==> src/rtl/xor_cipher_pkg.sv <==
// rtl/xor_cipher_pkg.sv - shared types, mode constants and rotate helper for the XOR stream cipher
package xor_cipher_pkg;

  typedef enum logic [1:0] {
    ST_IDLE,
    ST_ENCRYPT,
    ST_SHIFT_OUT,
    ST_DONE
  } state_t;

  localparam logic MODE_REPEAT = 1'b0;
  localparam logic MODE_ROLL   = 1'b1;

  localparam int MAX_KEY_WIDTH = 32;

  // Rotate the low 'width' bits of v left by one; bits at and above 'width' come back zero.
  function automatic logic [MAX_KEY_WIDTH-1:0] rotl(input logic [MAX_KEY_WIDTH-1:0] v,
                                                    input int unsigned width);
    logic [MAX_KEY_WIDTH-1:0] mask;
    mask = (width >= MAX_KEY_WIDTH) ? '1
         : ((MAX_KEY_WIDTH'(1) << width) - MAX_KEY_WIDTH'(1));
    return ((v << 1) | (v >> (width - 1))) & mask;
  endfunction

endpackage

==> src/rtl/xor_keystream_gen.sv <==
// rtl/xor_keystream_gen.sv - per-chunk keystream word, repeating or rolling from the stored key
module xor_keystream_gen
  import xor_cipher_pkg::*;
#(
  parameter int KEY_WIDTH = 8
) (
  input  logic                 clk,
  input  logic                 rst,
  input  logic                 en,
  input  logic                 load,
  input  logic                 advance,
  input  logic                 mode,
  input  logic [KEY_WIDTH-1:0] key,
  output logic [KEY_WIDTH-1:0] ks
);

  logic [KEY_WIDTH-1:0] ks_rot;

  assign ks_rot = KEY_WIDTH'(rotl(MAX_KEY_WIDTH'(ks), KEY_WIDTH));

  // Copy the key at the start of a message, then step once per encrypted chunk.
  always_ff @(posedge clk) begin
    if (rst) begin
      ks <= '0;
    end else if (en) begin
      if (load) begin
        ks <= key;
      end else if (advance && (mode == MODE_ROLL)) begin
        ks <= ks_rot;
      end
    end
  end

endmodule

==> src/rtl/xor_stream_cipher.sv <==
// rtl/xor_stream_cipher.sv - serial-in, chunked XOR encrypt, serial-out cipher core
module xor_stream_cipher
  import xor_cipher_pkg::*;
#(
  parameter int MSG_WIDTH = 64,
  parameter int KEY_WIDTH = 8
) (
  input  logic iClk,
  input  logic iRst,
  input  logic iEn,
  input  logic iSerial_in,
  input  logic iLoad_key,
  input  logic iLoad_msg,
  input  logic iMode,
  output logic oSerial_out,
  output logic oSerial_flag,
  output logic oKey_valid,
  output logic oBusy,
  output logic oDone,
  output logic oError
);

  localparam int NCHUNK = MSG_WIDTH / KEY_WIDTH;
  localparam int CIDX_W = (NCHUNK > 1) ? $clog2(NCHUNK) : 1;
  localparam int BIT_W  = $clog2(MSG_WIDTH);
  localparam int MCNT_W = $clog2(MSG_WIDTH + 1);
  localparam int KCNT_W = $clog2(KEY_WIDTH + 1);

  generate
    if (((MSG_WIDTH % KEY_WIDTH) != 0) || (KEY_WIDTH < 2) || (KEY_WIDTH > MAX_KEY_WIDTH)) begin : g_bad_params
      $fatal(1, "xor_stream_cipher: MSG_WIDTH must be a multiple of KEY_WIDTH, KEY_WIDTH in 2..32");
    end
  endgenerate

  state_t                state, state_next;
  logic [KEY_WIDTH-1:0]  key_q;
  logic [MSG_WIDTH-1:0]  msg_q;
  logic [MSG_WIDTH-1:0]  ct_q;
  logic [KCNT_W-1:0]     key_cnt;
  logic [MCNT_W-1:0]     msg_cnt;
  logic [CIDX_W-1:0]     chunk_idx;
  logic [BIT_W-1:0]      bit_cnt;
  logic [BIT_W-1:0]      chunk_base;
  logic                  mode_q;
  logic                  key_valid;
  logic                  err_q;
  logic                  busy_err_seen;
  logic [KEY_WIDTH-1:0]  ks;

  logic busy, key_shift, msg_shift, msg_last, start, busy_viol, err_set;

  // MSB bit position of the chunk being encrypted this cycle.
  assign chunk_base = BIT_W'(MSG_WIDTH - 1 - int'(chunk_idx) * KEY_WIDTH);

  xor_keystream_gen #(
    .KEY_WIDTH(KEY_WIDTH)
  ) u_ks (
    .clk    (iClk),
    .rst    (iRst),
    .en     (iEn),
    .load   (start),
    .advance(state == ST_ENCRYPT),
    .mode   (mode_q),
    .key    (key_q),
    .ks     (ks)
  );

  // Next-state decode, load qualification, protocol checks and registered-state outputs.
  always_comb begin
    state_next   = state;
    busy         = (state == ST_ENCRYPT) || (state == ST_SHIFT_OUT);
    key_shift    = (state == ST_IDLE) && iLoad_key;
    msg_shift    = (state == ST_IDLE) && iLoad_msg && !iLoad_key;
    msg_last     = msg_shift && (msg_cnt == MCNT_W'(MSG_WIDTH - 1));
    start        = msg_last && key_valid;
    busy_viol    = busy && (iLoad_key || iLoad_msg);
    err_set      = ((state == ST_IDLE) && iLoad_key && iLoad_msg)
                 || (msg_last && !key_valid)
                 || (busy_viol && !busy_err_seen);
    oSerial_flag = (state == ST_SHIFT_OUT);
    oSerial_out  = (state == ST_SHIFT_OUT) && ct_q[MSG_WIDTH-1];
    oKey_valid   = key_valid;
    oBusy        = busy;
    oDone        = (state == ST_DONE);
    oError       = err_q;
    case (state)
      ST_IDLE:      if (start) state_next = ST_ENCRYPT;
      ST_ENCRYPT:   if (chunk_idx == CIDX_W'(NCHUNK - 1)) state_next = ST_SHIFT_OUT;
      ST_SHIFT_OUT: if (bit_cnt == BIT_W'(MSG_WIDTH - 1)) state_next = ST_DONE;
      ST_DONE:      state_next = ST_IDLE;
      default:      state_next = ST_IDLE;
    endcase
  end

  // State register; a low enable freezes the sequence in place.
  always_ff @(posedge iClk) begin
    if (iRst) begin
      state <= ST_IDLE;
    end else if (iEn) begin
      state <= state_next;
    end
  end

  // Shift registers, counters, mode latch and the one-shot error flag.
  always_ff @(posedge iClk) begin
    if (iRst) begin
      key_q         <= '0;
      msg_q         <= '0;
      ct_q          <= '0;
      key_cnt       <= '0;
      msg_cnt       <= '0;
      chunk_idx     <= '0;
      bit_cnt       <= '0;
      mode_q        <= MODE_REPEAT;
      key_valid     <= 1'b0;
      err_q         <= 1'b0;
      busy_err_seen <= 1'b0;
    end else if (iEn) begin
      err_q         <= err_set;
      busy_err_seen <= busy ? (busy_err_seen | busy_viol) : 1'b0;

      if (key_shift) begin
        key_q <= {key_q[KEY_WIDTH-2:0], iSerial_in};
        if (key_cnt != KCNT_W'(KEY_WIDTH)) key_cnt <= key_cnt + KCNT_W'(1);
        if (key_cnt >= KCNT_W'(KEY_WIDTH - 1)) key_valid <= 1'b1;
      end

      if (msg_shift) begin
        msg_q <= {msg_q[MSG_WIDTH-2:0], iSerial_in};
        if (msg_last && !key_valid) msg_cnt <= '0;
        else                        msg_cnt <= msg_cnt + MCNT_W'(1);
        if (start) begin
          mode_q    <= iMode;
          chunk_idx <= '0;
          bit_cnt   <= '0;
        end
      end

      case (state)
        ST_ENCRYPT: begin
          ct_q[chunk_base -: KEY_WIDTH] <= msg_q[chunk_base -: KEY_WIDTH] ^ ks;
          chunk_idx <= chunk_idx + CIDX_W'(1);
        end
        ST_SHIFT_OUT: begin
          ct_q    <= {ct_q[MSG_WIDTH-2:0], 1'b0};
          bit_cnt <= bit_cnt + BIT_W'(1);
        end
        ST_DONE: msg_cnt <= '0;
        default: ;
      endcase
    end
  end

endmodule
==> config.mk <==
export PLATFORM = sky130hd
export DESIGN_NAME = xor_stream_cipher
export DESIGN_NICKNAME = d
export VERILOG_FILES = /design/src/rtl/xor_cipher_pkg.sv /design/src/rtl/xor_keystream_gen.sv /design/src/rtl/xor_stream_cipher.sv
export SDC_FILE = /design/constraint.sdc
export NUM_CORES = 1
export LEC_CHECK = 0
export BUFFER_PORTS_ARGS = -buffer_cell sky130_fd_sc_hd__buf_2
export CAP_MARGIN = 20
export CORE_MARGIN = 3
export CORE_UTILIZATION = 50
export CTS_CLUSTER_DIAMETER = 150
export CTS_CLUSTER_SIZE = 16
export DETAILED_ROUTE_END_ITERATION = 12
export PLACE_DENSITY = 0.73
export SYNTH_ARGS = -nofsm -noshare
export SYNTH_HDL_FRONTEND = slang
export SYNTH_SLANG_ARGS = --single-unit
==> constraint.sdc <==
create_clock -name iClk -period 2.9 [get_ports iClk]
set_clock_uncertainty 0.05 [all_clocks]
set_input_delay 0.58 -clock iClk [delete_from_list [all_inputs] [get_ports iClk]]
set_output_delay 0.58 -clock iClk [all_outputs]
set_load 0.01 [all_outputs]
==> metrics list <==
- Flip-flop and latch count after synthesis: 170
* Clock latency on the worst-skew pair: 0.43 ns
- Number of gates given a new drive strength after cts: 0
* Y dimension of the die: 129.9 um
* Post-layout minimum cycle time: 2.505 ns
- Longest Clk Path Bufs: 2
* Global-route wire length before repair: just under 30,000 um
* Area of all sequential standard cells: ~3400 um^2
* Top cells by area in the synthesized netlist: sky130_fd_sc_hd__dfxtp_1 44%, sky130_fd_sc_hd__a21oi_1 9.7%, sky130_fd_sc_hd__nand2_1 7.9%, sky130_fd_sc_hd__and3_1 4.6%, sky130_fd_sc_hd__o22ai_1 4.5%
- Via/cell ratio: 5.972
- Type of destination of the critical path: output pin
- Worst setup slack before clock tree synthesis: between 0.5 and 0.6 ns
* Power density cells: between 500 and 600 nW/um^2
- Across the VDD grid, the largest voltage drop is about 0.44 mV.
* Post-CTS Hold Buffers: 0
- After synthesis, the share of flip-flops with an asynchronous set or reset is 0%.
- In this run the count of I/O pins placed on the die edge is 13.
- Number of sinks driven by the clock tree: 170
- Headroom to the max-slew limit came out at between 50% and 60%.
- Setup repair after global routing left no endpoint under its margin.
* Largest area contributor in the synthesized netlist: sky130_fd_sc_hd__dfxtp_1
* Data required time of the critical path: ~2.3 ns
- Number of global-route vias before repair: around 5,800
* Max cap viols: 0
- Tot GR Track Use: between 20% and 30%
* Max-slew violation total from the final report: 0
* DRC violation count after routing: 0
- Sequential share of the synthesized area: 44.36%
* Post-DP HPWL: 11,260 um
- The first TritonRoute pass finished after 6 iterations.
- Status: finished, final reports clean
- After layout, the worst setup slack is 0.3947 ns.
* Post-Route WL: approximately 18,000 um
- The initialized floorplan defines 44 standard-cell rows.
- The H-tree generated during clock tree synthesis spans 4 levels.
* Number of synthesized flops with an enable pin: 0
- Die outline width: 129.9 um
- TNS Setup: 0 ns
- The core region is between 10,000 and 15,000 um^2.
* Mean Syn Cell Area: just under 9 um^2
- Net count after synthesis: 903
* Worst setup path category: reg -> out
- Summed over its instances, the top area cell type makes up between 40% and 50% of the synthesized netlist area.
* Number of distinct standard cells referenced by the synthesized netlist: 56
- # fillers: 1,310
- Quantity of I/O buffers inserted on ports: 12
* Residual antenna-violating net count after detailed routing: 0
* Clock transition at the register clock pins on the worst setup and hold paths after CTS: roughly 0.07 ns
- Crit start category: flop
- The number of antenna violations at the first check in global routing was 0.
- Total setup violations reported at the end of the flow: 0
- Count of antenna diodes in the layout: 0
* Total congestion overflow: 0
- Static timing analysis puts the maximum clock frequency at between 0.3 and 0.4 GHz.
* Per-cell routed wire length: between 15 and 20 um
* Synthesized instance count: just under 900
* Arrival @ worst endpoint: 1.88 ns
- The count of endpoints failing hold in the final timing report came to 0.
- For this configuration, the core starts out at a cell density of around 52%.
* Critical Path Fanout Max: 21
- The root buffer cell chosen for the clock tree is sky130_fd_sc_hd__clkbuf_16.
- Yosys printed 0 warnings.
* Leakage power of the design: approximately 3.0 nW
* Final weighted congestion in routability-driven placement: between 0.7 and 0.8
- At the pin with the least slew margin, the transition time is around 0.72 ns.
* Type of the worst min-delay path: in -> reg
- In this run, the number of DRC markers left after iteration 0 of detailed routing was around 540.
- Maximum number of pins on one net before global-route repair: around 110
* Period Utilization, post-route: between 80% and 90%
* Final net count: ~900
- Share of post-route cells with drive strength above 1: roughly 11%
- For this run, the leading register cell type out of synthesis is sky130_fd_sc_hd__dfxtp_1.
* Final Power: approximately 4.7 mW
- The detailed router placed roughly 6,400 vias in this run.
- TritonCTS built the clock tree.
- DIE AREA: 16,860 um^2
- Buffers added to address setup during post-CTS repair amount to 0.
- After synthesis the cells add up to roughly 7700 um^2.
* Area occupied by multi-input gates: about 4000 um^2
* P&R area growth vs syn: 10.16%
* CTS buffer count: 17
-- flip-flops by register name, indices dropped and copies added (netlist names), 2 cells and up --
| name | count |
|---|---|
| bit_cnt | 6 |
| chunk_idx | 3 |
| ct_q | 64 |
| key_cnt | 4 |
| key_q | 8 |
| msg_cnt | 7 |
| msg_q | 64 |
| state | 2 |
| u_ks.ks | 8 |
-- where the power goes --
part | switching [mW] | total [mW] | internal [mW]
clock network | 0.964 | 2.20 | 1.23
registers | 0.00450 | 2.34 | 2.34
logic | 0.0911 | 0.120 | 0.0287
total | 1.06 | 4.66 | 3.60
-- cells by family (layout without fill, tap and decap cells) --
family                   after synthesis  after routing  share of synthesized area, %
AND/OR/NAND/NOR                      307            307                         19.18
AO/OA/AOI/OAI                        268            268                         20.96
flip-flops                           170            170                         44.36
buffers and inverters                 73             75                         4.257
multiplexers                          25             25                         5.970
XOR/XNOR                              23             23                         2.822
adder cells (fa/ha/maj)               15             15                         2.447
-- placed cells by master, fill, tap and decap left out, types with 11 or more instances in the layout --
master,count
sky130_fd_sc_hd__inv_1,12
sky130_fd_sc_hd__xnor2_1,15
sky130_fd_sc_hd__buf_2,11
sky130_fd_sc_hd__o22ai_1,55
sky130_fd_sc_hd__nor2_1,25
sky130_fd_sc_hd__clkbuf_16,17
sky130_fd_sc_hd__ha_1,14
sky130_fd_sc_hd__and3_1,57
sky130_fd_sc_hd__mux4_2,14
sky130_fd_sc_hd__nand2b_1,11
sky130_fd_sc_hd__a21oi_1,148
sky130_fd_sc_hd__dfxtp_1,170
sky130_fd_sc_hd__buf_4,18
sky130_fd_sc_hd__nand2_1,160
-- worst max-delay path: stages, from the launching register on --
cell and delay, ns:
sky130_fd_sc_hd__dfxtp_1 0.35, sky130_fd_sc_hd__inv_1 0.12, sky130_fd_sc_hd__ha_2 0.44, sky130_fd_sc_hd__buf_4 0.28
sky130_fd_sc_hd__and2_1 0.14, sky130_fd_sc_hd__buf_2 0.12
-- layout make-up --
type / instances / share of cell area (%)
Clock buffer: 19 / 5.360
Clock inverter: 12 / 1.362
Inverter: 12 / 0.5330
Multi-Input combinational cell: 638 / 46.79
Sequential cell: 170 / 40.27
Tap cell: 184 / 2.724
Timing Repair Buffer: 32 / 2.961
-- final timing paths --
| check | slack (ns) | cells after the start | start | to |
|---|---|---|---|---|
| min reg2reg | 0.41 | 2 | busy_err_seen$_SDFFE_PP0P_ | busy_err_seen$_SDFFE_PP0P_ |
| max reg2reg | 0.52 | 6 | state[0]$_SDFFE_PP0P_ | ct_q[42]$_SDFFE_PP0P_ |
| min | 0.35 | 3 | iSerial_in | msg_q[0]$_SDFFE_PP0P_ |
| max | 0.39 | 5 | state[0]$_SDFFE_PP0P_ | oSerial_out |
-- synthesized netlist by cell type (2+ instances only) --
cell type,number
sky130_fd_sc_hd__o21a_1,4
sky130_fd_sc_hd__o211ai_1,5
sky130_fd_sc_hd__a211oi_2,3
sky130_fd_sc_hd__nand2_1,161
sky130_fd_sc_hd__nor2_1,26
sky130_fd_sc_hd__and3_1,57
sky130_fd_sc_hd__or2_2,8
sky130_fd_sc_hd__nand4_1,3
sky130_fd_sc_hd__o21ai_0,9
sky130_fd_sc_hd__a31oi_1,2
sky130_fd_sc_hd__and3b_1,2
sky130_fd_sc_hd__nand4b_1,3
sky130_fd_sc_hd__nand3_1,10
sky130_fd_sc_hd__mux4_1,2
sky130_fd_sc_hd__nand3b_1,3
sky130_fd_sc_hd__clkbuf_1,35
sky130_fd_sc_hd__a211oi_1,5
sky130_fd_sc_hd__a22oi_1,8
sky130_fd_sc_hd__or3_1,6
sky130_fd_sc_hd__or4_1,2
sky130_fd_sc_hd__inv_1,12
sky130_fd_sc_hd__o22ai_1,55
sky130_fd_sc_hd__a21oi_1,148
sky130_fd_sc_hd__o31ai_1,2
sky130_fd_sc_hd__nand2b_1,11
sky130_fd_sc_hd__nor2b_1,3
sky130_fd_sc_hd__mux4_2,14
sky130_fd_sc_hd__o2111ai_1,2
sky130_fd_sc_hd__and2_1,5
sky130_fd_sc_hd__ha_1,15
sky130_fd_sc_hd__xnor2_2,2
sky130_fd_sc_hd__buf_4,3
sky130_fd_sc_hd__xnor2_1,15
sky130_fd_sc_hd__buf_2,18
sky130_fd_sc_hd__nor3_1,5
sky130_fd_sc_hd__buf_1,3
sky130_fd_sc_hd__mux2i_1,9
sky130_fd_sc_hd__o21ai_1,6
sky130_fd_sc_hd__o221ai_1,8
sky130_fd_sc_hd__xor2_1,6
sky130_fd_sc_hd__dfxtp_1,170
-- per-stage QoR --
step	std cells	util, %	hold slack [ns]	area [um^2]
finish	1067	57.28	0.3512	8451
global route	1067	57.28	0.3537	8451
CTS	1067	57.28	0.3386	8451
detailed placement	1036	53.43	0.4004	7883
global placement	1036	53.43	0.3930	7883
floorplan	881	-	0.3801	7671
-- per-layer routing --
layer / global-route usage, % / share of wire, %
met1: 30.73 / 49
met4: 5.134 / 0.92
met2: 32.48 / 47
met3: 5.076 / 3.8
met5: 0 / 0
No activity file was read; power rests on OpenSTA's default activity.
